--- src/rtl/string_frame_generator_pkg.sv ---
// Shared types and defaults for the serial frame generator and its match counter.
package string_frame_generator_pkg;

   localparam int unsigned FRAME_LEN_DEF = 20;
   localparam int unsigned GUARD_LEN_DEF = 4;
   localparam int unsigned PAT_W_DEF     = 4;
   localparam int unsigned CNT_W_DEF     = 4;

   function automatic int unsigned bit_cnt_w(input int unsigned frame_len,
                                             input int unsigned guard_len);
      return $clog2(frame_len + guard_len);
   endfunction

   localparam int unsigned BIT_CNT_W = bit_cnt_w(FRAME_LEN_DEF, GUARD_LEN_DEF);

   typedef enum logic [1:0] {
      StIdle,
      StSend,
      StGuard
   } state_e;

endpackage

--- src/rtl/string_frame_generator_pattern_match_counter.sv ---
// Non-overlapping left-to-right pattern counter over a serial bit stream.
// count includes the bit strobed this cycle, so the caller can register the final value.
module pattern_match_counter
   import string_frame_generator_pkg::*;
#(
   parameter int unsigned PAT_W = PAT_W_DEF,
   parameter int unsigned CNT_W = CNT_W_DEF
) (
   input  logic             clk,
   input  logic             rst_n,
   input  logic             din,
   input  logic             bit_strobe,
   input  logic             window_ok,
   input  logic             clear,
   input  logic [PAT_W-1:0] pattern,
   output logic [CNT_W-1:0] count
);

   localparam int unsigned LockW = $clog2(PAT_W + 1);

   logic [PAT_W-1:0] hist_q, hist_d;
   logic [LockW-1:0] lock_q, lock_d;
   logic [CNT_W-1:0] cnt_q, cnt_d;

   always_comb begin
      hist_d = hist_q;
      lock_d = lock_q;
      cnt_d  = cnt_q;
      if (clear) begin
         hist_d = '0;
         lock_d = '0;
         cnt_d  = '0;
      end else if (bit_strobe) begin
         hist_d = {hist_q[PAT_W-2:0], din};
         // A hit locks out the next PAT_W-1 windows, which gives non-overlapping matching.
         if (window_ok && (lock_q == '0) && (hist_d == pattern)) begin
            cnt_d  = cnt_q + 1'b1;
            lock_d = LockW'(PAT_W - 1);
         end else if (lock_q != '0) begin
            lock_d = lock_q - 1'b1;
         end
      end
   end

   always_ff @(posedge clk or negedge rst_n) begin
      if (!rst_n) begin
         hist_q <= '0;
         lock_q <= '0;
         cnt_q  <= '0;
      end else begin
         hist_q <= hist_d;
         lock_q <= lock_d;
         cnt_q  <= cnt_d;
      end
   end

   assign count = cnt_d;

endmodule

--- src/rtl/string_frame_generator.sv ---
// Serial frame transmitter: shifts a frame MSB-first, then a guard gap, and reports the
// golden non-overlapping match count of the pattern in the frame.
module string_frame_generator
   import string_frame_generator_pkg::*;
#(
   parameter int unsigned FRAME_LEN = FRAME_LEN_DEF,
   parameter int unsigned GUARD_LEN = GUARD_LEN_DEF,
   parameter int unsigned PAT_W     = PAT_W_DEF,
   parameter int unsigned CNT_W     = CNT_W_DEF
) (
   input  logic                 clk,
   input  logic                 rst_n,
   input  logic                 load_valid,
   output logic                 load_ready,
   input  logic [FRAME_LEN-1:0] frame_data,
   input  logic [PAT_W-1:0]     pattern,
   output logic                 serial_out,
   output logic                 bit_valid,
   output logic                 frame_start,
   output logic                 guard,
   output logic [CNT_W-1:0]     expected_n,
   output logic                 n_valid
);

   localparam int unsigned BitCntW = bit_cnt_w(FRAME_LEN, GUARD_LEN);

   state_e               state_q;
   logic [FRAME_LEN-1:0] shreg_q;
   logic [PAT_W-1:0]     pat_q;
   logic [BitCntW-1:0]   bit_cnt_q;
   logic                 serial_out_q;
   logic                 bit_valid_q;
   logic                 frame_start_q;
   logic                 guard_q;
   logic [CNT_W-1:0]     expected_n_q;
   logic                 n_valid_q;

   logic                 accept;
   logic [CNT_W-1:0]     match_count;

   assign load_ready = (state_q == StIdle);
   assign accept     = load_ready && load_valid;

   pattern_match_counter #(
      .PAT_W (PAT_W),
      .CNT_W (CNT_W)
   ) u_match (
      .clk        (clk),
      .rst_n      (rst_n),
      .din        (serial_out_q),
      .bit_strobe (state_q == StSend),
      .window_ok  (bit_cnt_q >= BitCntW'(PAT_W - 1)),
      .clear      (accept),
      .pattern    (pat_q),
      .count      (match_count)
   );

   always_ff @(posedge clk or negedge rst_n) begin
      if (!rst_n) begin
         state_q       <= StIdle;
         shreg_q       <= '0;
         pat_q         <= '0;
         bit_cnt_q     <= '0;
         serial_out_q  <= 1'b0;
         bit_valid_q   <= 1'b0;
         frame_start_q <= 1'b0;
         guard_q       <= 1'b0;
         expected_n_q  <= '0;
         n_valid_q     <= 1'b0;
      end else begin
         frame_start_q <= 1'b0;
         n_valid_q     <= 1'b0;
         unique case (state_q)
            StIdle: begin
               serial_out_q <= 1'b0;
               bit_valid_q  <= 1'b0;
               guard_q      <= 1'b0;
               if (load_valid) begin
                  // The MSB goes straight to serial_out; the rest waits in the shifter.
                  shreg_q       <= {frame_data[FRAME_LEN-2:0], 1'b0};
                  pat_q         <= pattern;
                  serial_out_q  <= frame_data[FRAME_LEN-1];
                  bit_valid_q   <= 1'b1;
                  frame_start_q <= 1'b1;
                  bit_cnt_q     <= '0;
                  state_q       <= StSend;
               end
            end
            StSend: begin
               if (bit_cnt_q == BitCntW'(FRAME_LEN - 1)) begin
                  state_q      <= StGuard;
                  serial_out_q <= 1'b0;
                  bit_valid_q  <= 1'b0;
                  guard_q      <= 1'b1;
                  bit_cnt_q    <= '0;
                  expected_n_q <= match_count;
                  n_valid_q    <= 1'b1;
               end else begin
                  serial_out_q <= shreg_q[FRAME_LEN-1];
                  shreg_q      <= {shreg_q[FRAME_LEN-2:0], 1'b0};
                  bit_cnt_q    <= bit_cnt_q + 1'b1;
               end
            end
            StGuard: begin
               if (bit_cnt_q == BitCntW'(GUARD_LEN - 1)) begin
                  state_q   <= StIdle;
                  guard_q   <= 1'b0;
                  bit_cnt_q <= '0;
               end else begin
                  bit_cnt_q <= bit_cnt_q + 1'b1;
               end
            end
            default: state_q <= StIdle;
         endcase
      end
   end

   assign serial_out  = serial_out_q;
   assign bit_valid   = bit_valid_q;
   assign frame_start = frame_start_q;
   assign guard       = guard_q;
   assign expected_n  = expected_n_q;
   assign n_valid     = n_valid_q;

endmodule
--- config.mk ---
export PLATFORM = sky130hd
export DESIGN_NAME = string_frame_generator
export DESIGN_NICKNAME = d
export VERILOG_FILES = /design/src/rtl/string_frame_generator_pkg.sv /design/src/rtl/string_frame_generator_pattern_match_counter.sv /design/src/rtl/string_frame_generator.sv
export SDC_FILE = /design/constraint.sdc
export NUM_CORES = 1
export LEC_CHECK = 0
export ABC_AREA = 1
export ABC_CLOCK_PERIOD_IN_PS = 2500
export CELL_PAD_IN_SITES_DETAIL_PLACEMENT = 1
export CELL_PAD_IN_SITES_GLOBAL_PLACEMENT = 1
export CORE_ASPECT_RATIO = 0.8
export CORE_MARGIN = 3
export CORE_UTILIZATION = 40
export DETAILED_ROUTE_END_ITERATION = 8
export PLACE_DENSITY_LB_ADDON = 0.1
export SYNTH_ARGS = -nofsm -noshare
export SYNTH_HDL_FRONTEND = slang
export SYNTH_SLANG_ARGS = --single-unit
export TNS_END_PERCENT = 5
--- constraint.sdc ---
create_clock -name clk -period 2.5 [get_ports clk]
set_clock_uncertainty 0.1 [all_clocks]
set_input_delay 0.5 -clock clk [delete_from_list [all_inputs] [get_ports clk]]
set_output_delay 0.5 -clock clk [all_outputs]
set_load 0.005 [all_outputs]
Word level (Yosys, flattened, before mapping)
Cells that the tools add are included.
{ "word_totals": {"ff_bits": 50, "latch_bits": 0, "ram_bits": 0, "rom_bits": 0, "out_inout_bits": 10, "memories": 0} }
{ "classes": {"n_addsub": 3, "multipliers": 0, "n_div": 0, "magnitude_cmp": 1, "eq_ne": 9, "shift": 0, "muxes": 32, "n_bitwise": 0, "reduce_logical": 18} }
{ "ops": {"columns": ["cell", "n"], "rows": [
  ["two-way mux 20 bit", 2],
  ["one-hot mux 20 bit (2 select lines)", 1],
  ["two-way mux 3 bit", 6],
  ["two-way mux 5 bit", 3],
  ["one-hot mux 5 bit (3 select lines)", 1],
  ["two-way mux 4 bit", 3],
  ["AND reduction 2 bit", 5],
  ["two-way mux 1 bit", 9],
  ["AND reduction 3 bit", 3],
  ["nonzero test 3 bit", 3],
  ["!= test 2 bit (second input constant)", 4],
  ["two-way mux 2 bit", 3],
  ["one-hot mux 2 bit (3 select lines)", 1],
  ["adder 5 x 1 -> 5 bit (second input constant)", 1],
  ["== test 5 x 2 -> 1 bit (second input constant)", 1],
  ["== test 5 bit (second input constant)", 1],
  ["greater-or-equal comparator 5 x 2 -> 1 bit (second input constant)", 1],
  ["adder 4 x 1 -> 4 bit (second input constant)", 1],
  ["== test 4 bit", 1],
  ["one-hot mux 1 bit (2 select lines)", 2],
  ["nonzero test 2 bit", 2],
  ["logical AND 1 bit", 3],
  ["zero test 3 bit", 1],
  ["one-hot mux 1 bit (3 select lines)", 1],
  ["other kinds (4)", 4]
]} }

Logic depth before layout (Yosys ltp)
Gate-level depths: netlist (run 1).
{ "logic_depth": {"word_depth": 6, "ltp_mapped": 13, "depth_no_buf": 13} }

Cells and area by module
A second synthesis (run 1) with hierarchy kept.
{ "hier_totals": {"hier_cells": 282, "area_unflattened_um2": 2532.4} }
{ "modules_own_cells": {"columns": ["mod", "n_inst", "cells_per_inst", "area_per_inst_um2", "seq_area_each_um2"], "rows": [
  ["string_frame_generator", 1, 199, 1904.3, 975.9],
  ["pattern_match_counter", 1, 83, 628.1, 250.2]
]} }

Least setup slack after synthesis (run 1)
OpenSTA, ideal clock, no wires.
{ "synth_timing": {"kind": "reg2reg", "from": "register u_match.lock_q[0]", "to": "register u_match.lock_q[0]", "t_arrival_ps": 1505, "required_time_ps": 2276, "slack_ps": 771, "path_stages_with_launch": 13, "synth_period_minus_slack_ps": 1729, "cell_sequence": "dfrtp_1 inv_1 ha_1 ha_1 inv_1 a21oi_1 nand2_1 nor2_1 nand2_2 a21oi_1 nor2_1 nand2_1 o21ai_1"} }
{ "synth_between": {"elab_chain_len": 6} }
{ "synth_lines": {"columns": ["element", "line", "rtl"], "rows": [
  ["from (decl)", "string_frame_generator_pattern_match_counter.sv:22", "logic [LockW-1:0] lock_q, lock_d;"],
  ["from (signal assigned)", "string_frame_generator_pattern_match_counter.sv:52", "lock_q <= lock_d;"],
  ["branches (longest 6 deep; another with subtractor 3 x 1 -> 3 bit)", null, null]
]} }
Several ways; the timed one is not identified. The select of a mux whose other input is x is not followed.
A chain may end at the register's enable or synchronous reset.

Final worst setup path (run 1)
{ "layout_timing": {"from": "register state_q[0]", "to": "output load_ready"} }
{ "layout_between": {"elab_chain_len": 1} }
{ "layout_lines": {"columns": ["element", "line", "rtl"], "rows": [
  ["from (decl)", "string_frame_generator.sv:27", "state_e state_q;"],
  ["from (signal assigned)", "string_frame_generator.sv:60", "state_q <= StIdle;"],
  ["from (signal assigned)", "string_frame_generator.sv:86", "state_q <= StSend;"],
  ["from (signal assigned)", "string_frame_generator.sv:91", "state_q <= StGuard;"],
  ["zero test 2 bit", "string_frame_generator.sv:41", "assign load_ready = (state_q == StIdle);"],
  ["to (decl)", "string_frame_generator.sv:14", "output logic load_ready,"]
]} }
No other way between the ends.

==> results.py, run 1 <==
metrics = {
    "status": {
        "outcome": "finished, final reports clean",
    },
    "layout": {
        "fin_util": 0.5274,
        "fillers": 720,
        "final_layout_size_suffix_gt1_frac": 0.07429,
        "area_delta_synth_final_pct": 21.71,
        "fin_nets": 384,
        "antenna_cells": 0,
    },
    "setup_path": {
        "endpoint_kind": "primary output",
        "reg2reg_slack_ps": 540,
        "worstSetupStartpointType": "register",
        "crit_path_max_fanout": 4,
        "crit_arrival_ps": 1630,
        "path_class": "register to primary output",
        "critPathRequiredTime_ps": 1900,
    },
    "placed_design": {
        "place.gp.congestion": 0.8519,
        "numPortBuffers": 36,
        "dp_hpwl_um": 4388,
    },
    "drt": {
        "drc_errors": 0,
        "route.vias.total": 2123,
        "drt-initial-drc-count": 46,
        "antenna_left": 0,
        "dr.pass1.iters": 4,
        "vias_per_cell": 4.960,
        "avgRoutedWirePerCell_um": 13.92,
        "routed_wl_um": 5959,
    },
    "cts": {
        "path_clk_slew_ps": 90,
        "clock_latency_ps": 310,
        "cts_buffers": 5,
        "max-clock-path-buffers": 2,
        "root_buffer": "clkbuf_8",
        "ctsHoldBuffers": 0,
        "cts-resized-gates": 0,
        "post_cts_buffers": 0,
        "cts_num_sinks": 49,
        "cts_tree": "yes",
        "cts_htree_levels": 2,
    },
    "timing": {
        "period_share": 0.8909,
        "finalSetupViolations": 0,
        "drv_slew": 0,
        "fin_crit_ps": 2227,
        "rsz0062_at_grt": "false",
        "max_slew.worst_pin.slew_ps": 581.9,
        "slew_headroom": 0.6120,
        "setup_tns_ps": 0,
        "clock.fmax_ghz": 0.4490,
        "hold_viol": 0,
    },
    "global_route": {
        "track_usage": 0.1803,
        "grt_pass1_vias": 2178,
        "antenna_found_initial": 0,
        "grt_pass1_wl_um": 10210,
        "grt-ovfl-total": 0,
        "grt_max_degree": 37,
    },
    "die": {
        "die_h_um": 76.32,
        "design.core.area_um2": 5705,
        "rows": 24,
        "initial_core_util": 0.4333,
        "die_area_um2": 7166,
        "pin_count": 37,
        "die_w_um": 93.90,
    },
    "synthesis": {
        "yosys.area_share.xor_xnor": 0.01063,
        "muxShareOfSynthArea": 0,
        "synth_area_um2": 2472,
        "synth_top_family_by_area": "simple AND/OR/NAND/NOR gates",
        "yosysSeqAreaShare": 0.4960,
        "synth.net_count": 345,
        "synth_area_leaders": "dfrtp_1, nand2_1, nor2_1",
        "synth-compound-area-share": 0.1068,
        "ys_warn_count": 0,
        "yosys_register_bits": 49,
        "synth_top_area_frac": 0.4960,
        "avgSynthCellArea_um2": 7.975,
        "yosys.area_share.simple": 0.2662,
        "synth_cell_types": 27,
        "synth_area_leader_cell": "dfrtp_1",
        "synthAdderAreaFrac": 0.04049,
        "synth_cells": 310,
    },
    "power_and_ir_drop": {
        "p_leak_uw": 0.001426,
        "powerDensity_nw_per_um2": 1065,
        "ir_drop_uv": 461.2,
        "finalPower_uw": 3205,
    },
    "worst_hold_path": {
        "hold_class": "input pin to async pin",
    },
    "job": {
        "maxCapViolations": 0,
    },
}
## cells in the mapped netlist (all sizes together)
master,instances
ha,8
inv,35
o22ai,3
nand3,13
or2,1
o21ai,18
nor2,39
buf,5
a22oi,1
a21oi,3
a31oi,20
nand2,103
clkbuf,5
o21bai,1
dfrtp,49
nand4,3
xor2,3
## area by class of cell
class | count | area [um^2] | area share
Sequential cell | 49 | 1226 | 0.4075
Multi-Input combinational cell | 216 | 1049 | 0.3484
Timing Repair Buffer | 42 | 412.9 | 0.1372
Inverter | 35 | 136.4 | 0.04532
Tap cell | 78 | 97.59 | 0.03243
Clock buffer | 6 | 72.57 | 0.02412
Clock inverter | 2 | 15.01 | 0.004990
## critical path: stages, from the launching register on
cell             delay, ps
dfrtp_1                420
inv_1                  120
ha_1                   240
clkdlybuf4s50_1        540
## kinds of logic after synthesis
logic type                 after synthesis
xor gates and xnor gates                 3
buffers and inverters                   45
DFF                                     49
adders and majority gates                8
and+or+nand+nor                        159
AOI/OAI and AO/OA                       46
## final timing paths
path                                   start                 to  depth (start not counted)
max                               state_q[0]         load_ready                          3
min                                    rst_n           pat_q[2]                          1
max reg2reg                u_match.lock_q[0]  u_match.lock_q[0]                         12
min reg2reg                u_match.lock_q[2]  u_match.lock_q[2]                          2
max in group asynchronous              rst_n         shreg_q[9]                          2
min in group clk           u_match.lock_q[2]  u_match.lock_q[2]                          2
## report_power, final
| part | internal, uW | switching (uW) | total [uW] | leakage [uW] |
|---|---|---|---|---|
| logic | 553 | 919 | 1470 | 0.000796 |
| registers | 1080 | 170 | 1250 | 0.000593 |
| clock network | 198 | 281 | 478 | 0.0000374 |
## metal layers
| layer | part of all wire | up-vias | track usage |
|---|---|---|---|
| met1 | 0.51 | 1025 | 0.2506 |
| li1 | - | 1063 | - |
| met5 | 0 | - | 0 |
| met2 | 0.44 | 31 | 0.2686 |
| met3 | 0.039 | 4 | 0.05232 |
| met4 | 0.011 | 0 | 0.06061 |
## metrics by stage
step	setup WS, ps	area (um^2)	instances	hold slack (ps)
after detailed placement	478.1	2922	420	377.1
after floorplan	771.4	2472	310	104.4
after global placement	518.2	2922	420	366.6
after global routing	188.2	3009	428	88.13
final	272.7	3009	428	76.99
after CTS	261.6	3009	428	89.89
## placed cells by master (no fill, tap or decap)
cell and instances:
a21oi_1 3, a22oi_1 1, a31oi_1 20, buf_12 1
buf_2 1, buf_4 5, clkbuf_1 1, clkbuf_8 5
clkdlybuf4s50_1 35, clkinvlp_4 2, dfrtp_1 49, ha_1 8
inv_1 30, inv_2 3, inv_4 2, nand2_1 101
nand2_2 1, nand2_4 1, nand3_1 12, nand3_2 1
nand4_1 3, nor2_1 35, nor2_2 2, nor2_4 2
o21ai_0 17, o21ai_1 1, o21bai_1 1, o22ai_1 3
or2_0 1, xor2_1 3
## sequential cells by signal (all words and copies together), names as in the netlist
register / count
shreg_q: 19
bit_cnt_q: 5
expected_n: 4
pat_q: 4
u_match.cnt_q: 4
u_match.hist_q: 3
u_match.lock_q: 3
state_q: 2
bit_valid: 1
frame_start: 1
guard: 1
n_valid: 1
serial_out: 1
No activity file was read; power rests on OpenSTA's default activity.
==> inputs of run 2 (changes only) <==
--- a/config.mk
+++ b/config.mk
@@ -7,6 +7,7 @@
 export LEC_CHECK = 0
 export ABC_AREA = 1
 export ABC_CLOCK_PERIOD_IN_PS = 2500
+export CAP_MARGIN = 5
 export CELL_PAD_IN_SITES_DETAIL_PLACEMENT = 1
 export CELL_PAD_IN_SITES_GLOBAL_PLACEMENT = 1
 export CORE_ASPECT_RATIO = 0.8
==> constraint.sdc (replaced) <==
create_clock -name clk -period 2.5 [get_ports clk]
set_clock_uncertainty 0.1 [all_clocks]
set_input_delay 0.75 -clock clk [delete_from_list [all_inputs] [get_ports clk]]
set_output_delay 0.75 -clock clk [all_outputs]
set_load 0.005 [all_outputs]
==> results.py, run 2 (synthesis gave the netlist of run 1 again) <==
metrics = {
    "layout": {
        "final_layout_size_suffix_gt1_frac": 0.08000,
        "reg_top3": "shreg_q: 19 flops, bit_cnt_q: 5 flops",
        "area_delta_synth_final_pct": 21.81,
        "fin_cells": 428,
        "antenna_cells": 0,
        "layout_common_cells": "nand2_1, dfrtp_1, nor2_1, clkdlybuf4s50_1, inv_1",
        "largest_register_ffs": 19,
        "fin_nets": 384,
        "multi_input_area_um2": 1051,
        "fillers": 708,
        "largest_register": "shreg_q",
        "layout_commonest_cell": "nand2_1",
        "regArea_um2": 1226,
    },
    "global_route": {
        "antenna_found_initial": 0,
        "grt_max_degree": 37,
        "grt_pass1_wl_um": 10410,
        "grt-ovfl-total": 0,
        "track_usage": 0.1833,
        "grt_pass1_vias": 2169,
    },
    "setup_path": {
        "endpoint_kind": "primary output",
        "path_class": "register to primary output",
        "critPathMaxStageDelay_ps": 510,
        "crit_family": "buffers and inverters",
        "crit_path_max_fanout": 4,
        "worstSetupStartpointType": "register",
        "critPathRequiredTime_ps": 1650,
        "crit_buf_inv": 2,
        "crit_arrival_ps": 1550,
        "cpMaxStageDelayCell": "clkdlybuf4s50_1",
        "crit_chain": "inv_1, ha_2, clkdlybuf4s50_1",
    },
    "drt": {
        "routed_wl_um": 5948,
        "drc_errors": 0,
        "avgRoutedWirePerCell_um": 13.90,
        "drt-initial-drc-count": 80,
        "route.vias.total": 2084,
        "vias_per_cell": 4.869,
        "dr.pass1.iters": 4,
        "antenna_left": 0,
    },
    "cts": {
        "cts_buffers": 5,
        "max-clock-path-buffers": 2,
        "cts_htree_levels": 2,
        "clock_latency_ps": 300,
        "cts_num_sinks": 49,
        "root_buffer": "clkbuf_8",
        "cts_tree": "yes",
        "path_clk_slew_ps": 90,
        "ctsHoldBuffers": 0,
    },
    "timing": {
        "drv_slew": 0,
        "finalSetupViolations": 0,
        "fin_crit_ps": 2397,
        "setup_tns_ps": 0,
        "rsz0062_at_grt": "false",
        "slew_headroom": 0.7137,
        "hold_viol": 0,
        "period_share": 0.9587,
        "max_slew.worst_pin.slew_ps": 427.8,
        "clock.fmax_ghz": 0.4172,
    },
    "placed_design": {
        "dp_hpwl_um": 4556,
        "dp_cells": 420,
        "place.gp.congestion": 0.8644,
        "numPortBuffers": 36,
    },
    "status": {
        "outcome": "finished, final reports clean",
    },
    "job": {
        "maxCapViolations": 0,
    },
    "power_and_ir_drop": {
        "powerDensity_nw_per_um2": 1065,
        "p_leak_uw": 0.001424,
        "finalPower_uw": 3209,
        "ir_drop_uv": 687.1,
    },
    "die": {
        "die_area_um2": 7166,
        "pin_count": 37,
        "rows": 24,
        "initial_core_util": 0.4333,
        "die_w_um": 93.90,
        "die_h_um": 76.32,
        "design.core.area_um2": 5705,
    },
    "worst_hold_path": {
        "hold_class": "input pin to async pin",
    },
}
## run 2: cell count changes in the layout (fill, tap and decap cells not counted)
cell | previous run | this run
ha_1 | 8 | 7
ha_2 | 0 | 1
inv_1 | 30 | 29
inv_2 | 3 | 4
## run 2: per-layer routing
metal	global-route usage	vias up	routed length [um]
li1	-	1067	-
met1	0.2491	990	2925
met3	0.04640	2	181
met4	0.04329	0	36
met2	0.2934	25	2806
met5	0	-	0
## run 2: worst reg2reg max path: cells and delay by family (launching register included)
| kind | cells | cell delay [ps] |
|---|---|---|
| simple gates | 5 | 530 |
| compound gates | 3 | 410 |
| flops | 1 | 390 |
| fa+ha+maj | 2 | 340 |
| buf+inv | 2 | 120 |
## run 2: path summary, 6_finish.rpt
path | slack [ps] | cells after the start | start | to
max in group asynchronous | 1530 | 2 | rst_n | shreg_q[6]
setup reg to reg | 500 | 12 | u_match.lock_q[0] | u_match.lock_q[0]
min in group clk | 390 | 2 | u_match.lock_q[1] | u_match.lock_q[1]
setup / recovery | 100 | 3 | state_q[1] | load_ready
hold reg to reg | 390 | 2 | u_match.lock_q[1] | u_match.lock_q[1]
hold / removal | 270 | 1 | rst_n | state_q[0]
## run 2: what timing repair did
action                                  4_1_cts  5_1_grt
gates resized for setup                       0        2
endpoints found under the hold margin         0        0
setup buffers                                 0        0
endpoints found under the setup margin        0        1
## run 2: layout make-up
type,instances,area share
Multi-Input combinational cell,216,0.3490
Inverter,35,0.04528
Clock buffer,6,0.02410
Timing Repair Buffer,42,0.1371
Tap cell,78,0.03241
Clock inverter,2,0.004985
Sequential cell,49,0.4071
## run 2: power breakdown
group	leakage, uW	switching (uW)	internal, uW	total (uW)
Clock	0.0000374	273	198	470
Combinational	0.000794	915	561	1480
Sequential	0.000593	178	1080	1260
Total	0.00142	1370	1840	3210
## run 2: stage by stage
| stage | area [um^2] | hold WS (ps) | setup slack, ps | util |
|---|---|---|---|---|
| detailed placement | 2922 | 373.4 | 244.4 | 0.5121 |
| global route | 3012 | 284.2 | 5.927 | 0.5279 |
| CTS | 3009 | 265.8 | 36.05 | 0.5274 |
| finish | 3012 | 266.2 | 103.3 | 0.5279 |
| global placement | 2922 | 357.5 | 323.4 | 0.5121 |
| floorplan | 2472 | 341.9 | 771.4 | - |
==> inputs of run 3 (changes only) <==
--- a/config.mk
+++ b/config.mk
@@ -14,7 +14,7 @@
 export CORE_MARGIN = 3
 export CORE_UTILIZATION = 40
 export DETAILED_ROUTE_END_ITERATION = 8
-export PLACE_DENSITY_LB_ADDON = 0.1
+export PLACE_DENSITY = 0.77
 export SYNTH_ARGS = -nofsm -noshare
 export SYNTH_HDL_FRONTEND = slang
 export SYNTH_SLANG_ARGS = --single-unit
==> results.py, run 3 (synthesis gave the netlist of run 1 again) <==
metrics = {
    "timing": {
        "finalSetupViolations": 0,
        "max_slew.worst_pin.slew_ps": 535.7,
        "fin_crit_ps": 2410,
        "clock.fmax_ghz": 0.4149,
        "rsz0062_at_grt": "false",
        "setup_tns_ps": 0,
        "setup_ws_ps": 89.94,
        "slew_headroom": 0.6429,
        "period_share": 0.9640,
        "drv_slew": 0,
        "hold_viol": 0,
    },
    "worst_hold_path": {
        "hold_class": "input pin to async pin",
    },
    "layout": {
        "layout_common_cells": "nand2_1, dfrtp_1, nor2_1, clkdlybuf4s50_1, inv_1",
        "fin_nets": 384,
        "fillers": 709,
        "largest_register_ffs": 19,
        "final_layout_size_suffix_gt1_frac": 0.07714,
        "reg_top3": "shreg_q: 19 flops, bit_cnt_q: 5 flops",
        "layout_commonest_cell": "nand2_1",
        "antenna_cells": 0,
        "largest_register": "shreg_q",
        "area_delta_synth_final_pct": 23.38,
    },
    "drt": {
        "drt-initial-drc-count": 65,
        "drc_errors": 0,
        "route.vias.total": 2109,
        "dr.pass1.iters": 4,
        "vias_per_cell": 4.928,
        "avgRoutedWirePerCell_um": 14.51,
        "antenna_left": 0,
        "routed_wl_um": 6210,
    },
    "setup_path": {
        "r2r-end": "u_match.lock_q[0]",
        "worstSetupStartpointType": "register",
        "endpoint_kind": "primary output",
        "crit_arrival_ps": 1560,
        "reg2regPathDepth": 12,
        "cpMaxStageDelayCell": "clkdlybuf4s50_1",
        "crit_buf_inv": 2,
        "crit_chain": "inv_1, ha_4, clkdlybuf4s50_1",
        "cp.depth": 3,
        "critPathRequiredTime_ps": 1650,
        "crit_path_max_fanout": 4,
        "r2r_start": "u_match.lock_q[0]",
        "path_class": "register to primary output",
        "crit_family": "buffers and inverters",
        "critPathCapture": "load_ready",
        "reg2reg_slack_ps": 500,
        "critPathMaxStageDelay_ps": 510,
        "startpoint": "state_q[0]",
    },
    "power_and_ir_drop": {
        "clkPwrFrac": 0.177,
        "powerDensity_nw_per_um2": 1100,
        "p_leak_uw": 0.001448,
        "power.internal_uw": 1983,
        "p_sw_uw": 1374,
        "seq_power_share": 0.377,
        "sw_frac_of_total": 0.4092,
        "p_comb_frac": 0.446,
        "ir_drop_uv": 688.6,
    },
    "placed_design": {
        "place.gp.congestion": 0.7959,
        "numPortBuffers": 36,
        "dp_hpwl_um": 4667,
        "dp_slack_ps": 172.0,
    },
    "global_route": {
        "grt_pass1_vias": 2238,
        "grt_max_degree": 37,
        "grt_pass1_wl_um": 10650,
        "antenna_found_initial": 0,
        "grt-ovfl-total": 0,
        "track_usage": 0.1865,
    },
    "cts": {
        "cts_tree": "yes",
        "clock_latency_ps": 300,
        "cts_htree_levels": 2,
        "root_buffer": "clkbuf_8",
        "cts_num_sinks": 49,
        "cts_buffers": 5,
        "ctsHoldBuffers": 0,
        "path_clk_slew_ps": 90,
        "max-clock-path-buffers": 2,
    },
    "job": {
        "maxCapViolations": 0,
    },
    "status": {
        "outcome": "finished, final reports clean",
    },
    "die": {
        "die_h_um": 76.32,
        "design.core.area_um2": 5705,
        "die_w_um": 93.90,
        "initial_core_util": 0.4333,
        "rows": 24,
        "pin_count": 37,
        "die_area_um2": 7166,
    },
}
[run 3: per-stage QoR]
| stage | util | area [um^2] | hold WS (ps) | power [uW] | cells |
|---|---|---|---|---|---|
| 2_1_floorplan | - | 2472 | 341.9 | 2330 | 310 |
| 3_3_place_gp | 0.5121 | 2922 | 356.6 | 2685 | 420 |
| 3_5_place_dp | 0.5121 | 2922 | 368.5 | 2774 | 420 |
| 4_1_cts | 0.5325 | 3038 | 329.1 | 3372 | 428 |
| 5_1_grt | 0.5346 | 3050 | 346.0 | 3678 | 428 |
| 6_report | 0.5346 | 3050 | 315.1 | 3357 | 428 |
[run 3: layout make-up]
class                      instances  area [um^2]  area share
sequential                        49         1226      0.4020
timing repair buffer              42        412.9      0.1354
clock inverter                     1        30.03    0.009844
tap                               78        97.59     0.03199
multi-input combinational        216         1061      0.3478
clock buffer                       7        86.33     0.02830
inverter                          35        136.4     0.04471
[run 3: layer usage]
| metal | wire length (um) | vias up | global-route usage |
|---|---|---|---|
| met3 | 154 | 7 | 0.04245 |
| li1 | - | 1065 | - |
| met5 | 0 | - | 0 |
| met1 | 3042 | 1010 | 0.2522 |
| met2 | 2928 | 27 | 0.2970 |
| met4 | 85 | 0 | 0.05628 |
[run 3: how the worst min path moves through the flow]
stage	from	to	slack (ps)	depth (start not counted)
floorplan	u_match.lock_q[1]	u_match.lock_q[1]	340	2
global placement	u_match.lock_q[1]	u_match.lock_q[1]	360	2
detailed placement	u_match.lock_q[1]	u_match.lock_q[1]	370	2
CTS	rst_n	u_match.hist_q[1]	330	1
global route	rst_n	pat_q[0]	350	1
finish	rst_n	u_match.hist_q[1]	320	1
[run 3: timing repair]
action	4_1_cts	5_1_grt
hold endpoints to repair	0	0
resized for setup	0	2
buffers inserted	0	0
endpoints found under the setup margin	0	1
[run 3: power by group through the flow]
stage / sequential (uW) / clock [uW] / combinational, uW
final: 1270 / 593 / 1500
after global routing: 1310 / 642 / 1730
after CTS: 1270 / 605 / 1500
after detailed placement: 1280 / 0 / 1500
after global placement: 1260 / 0 / 1420
after floorplan: 1230 / 0 / 1100
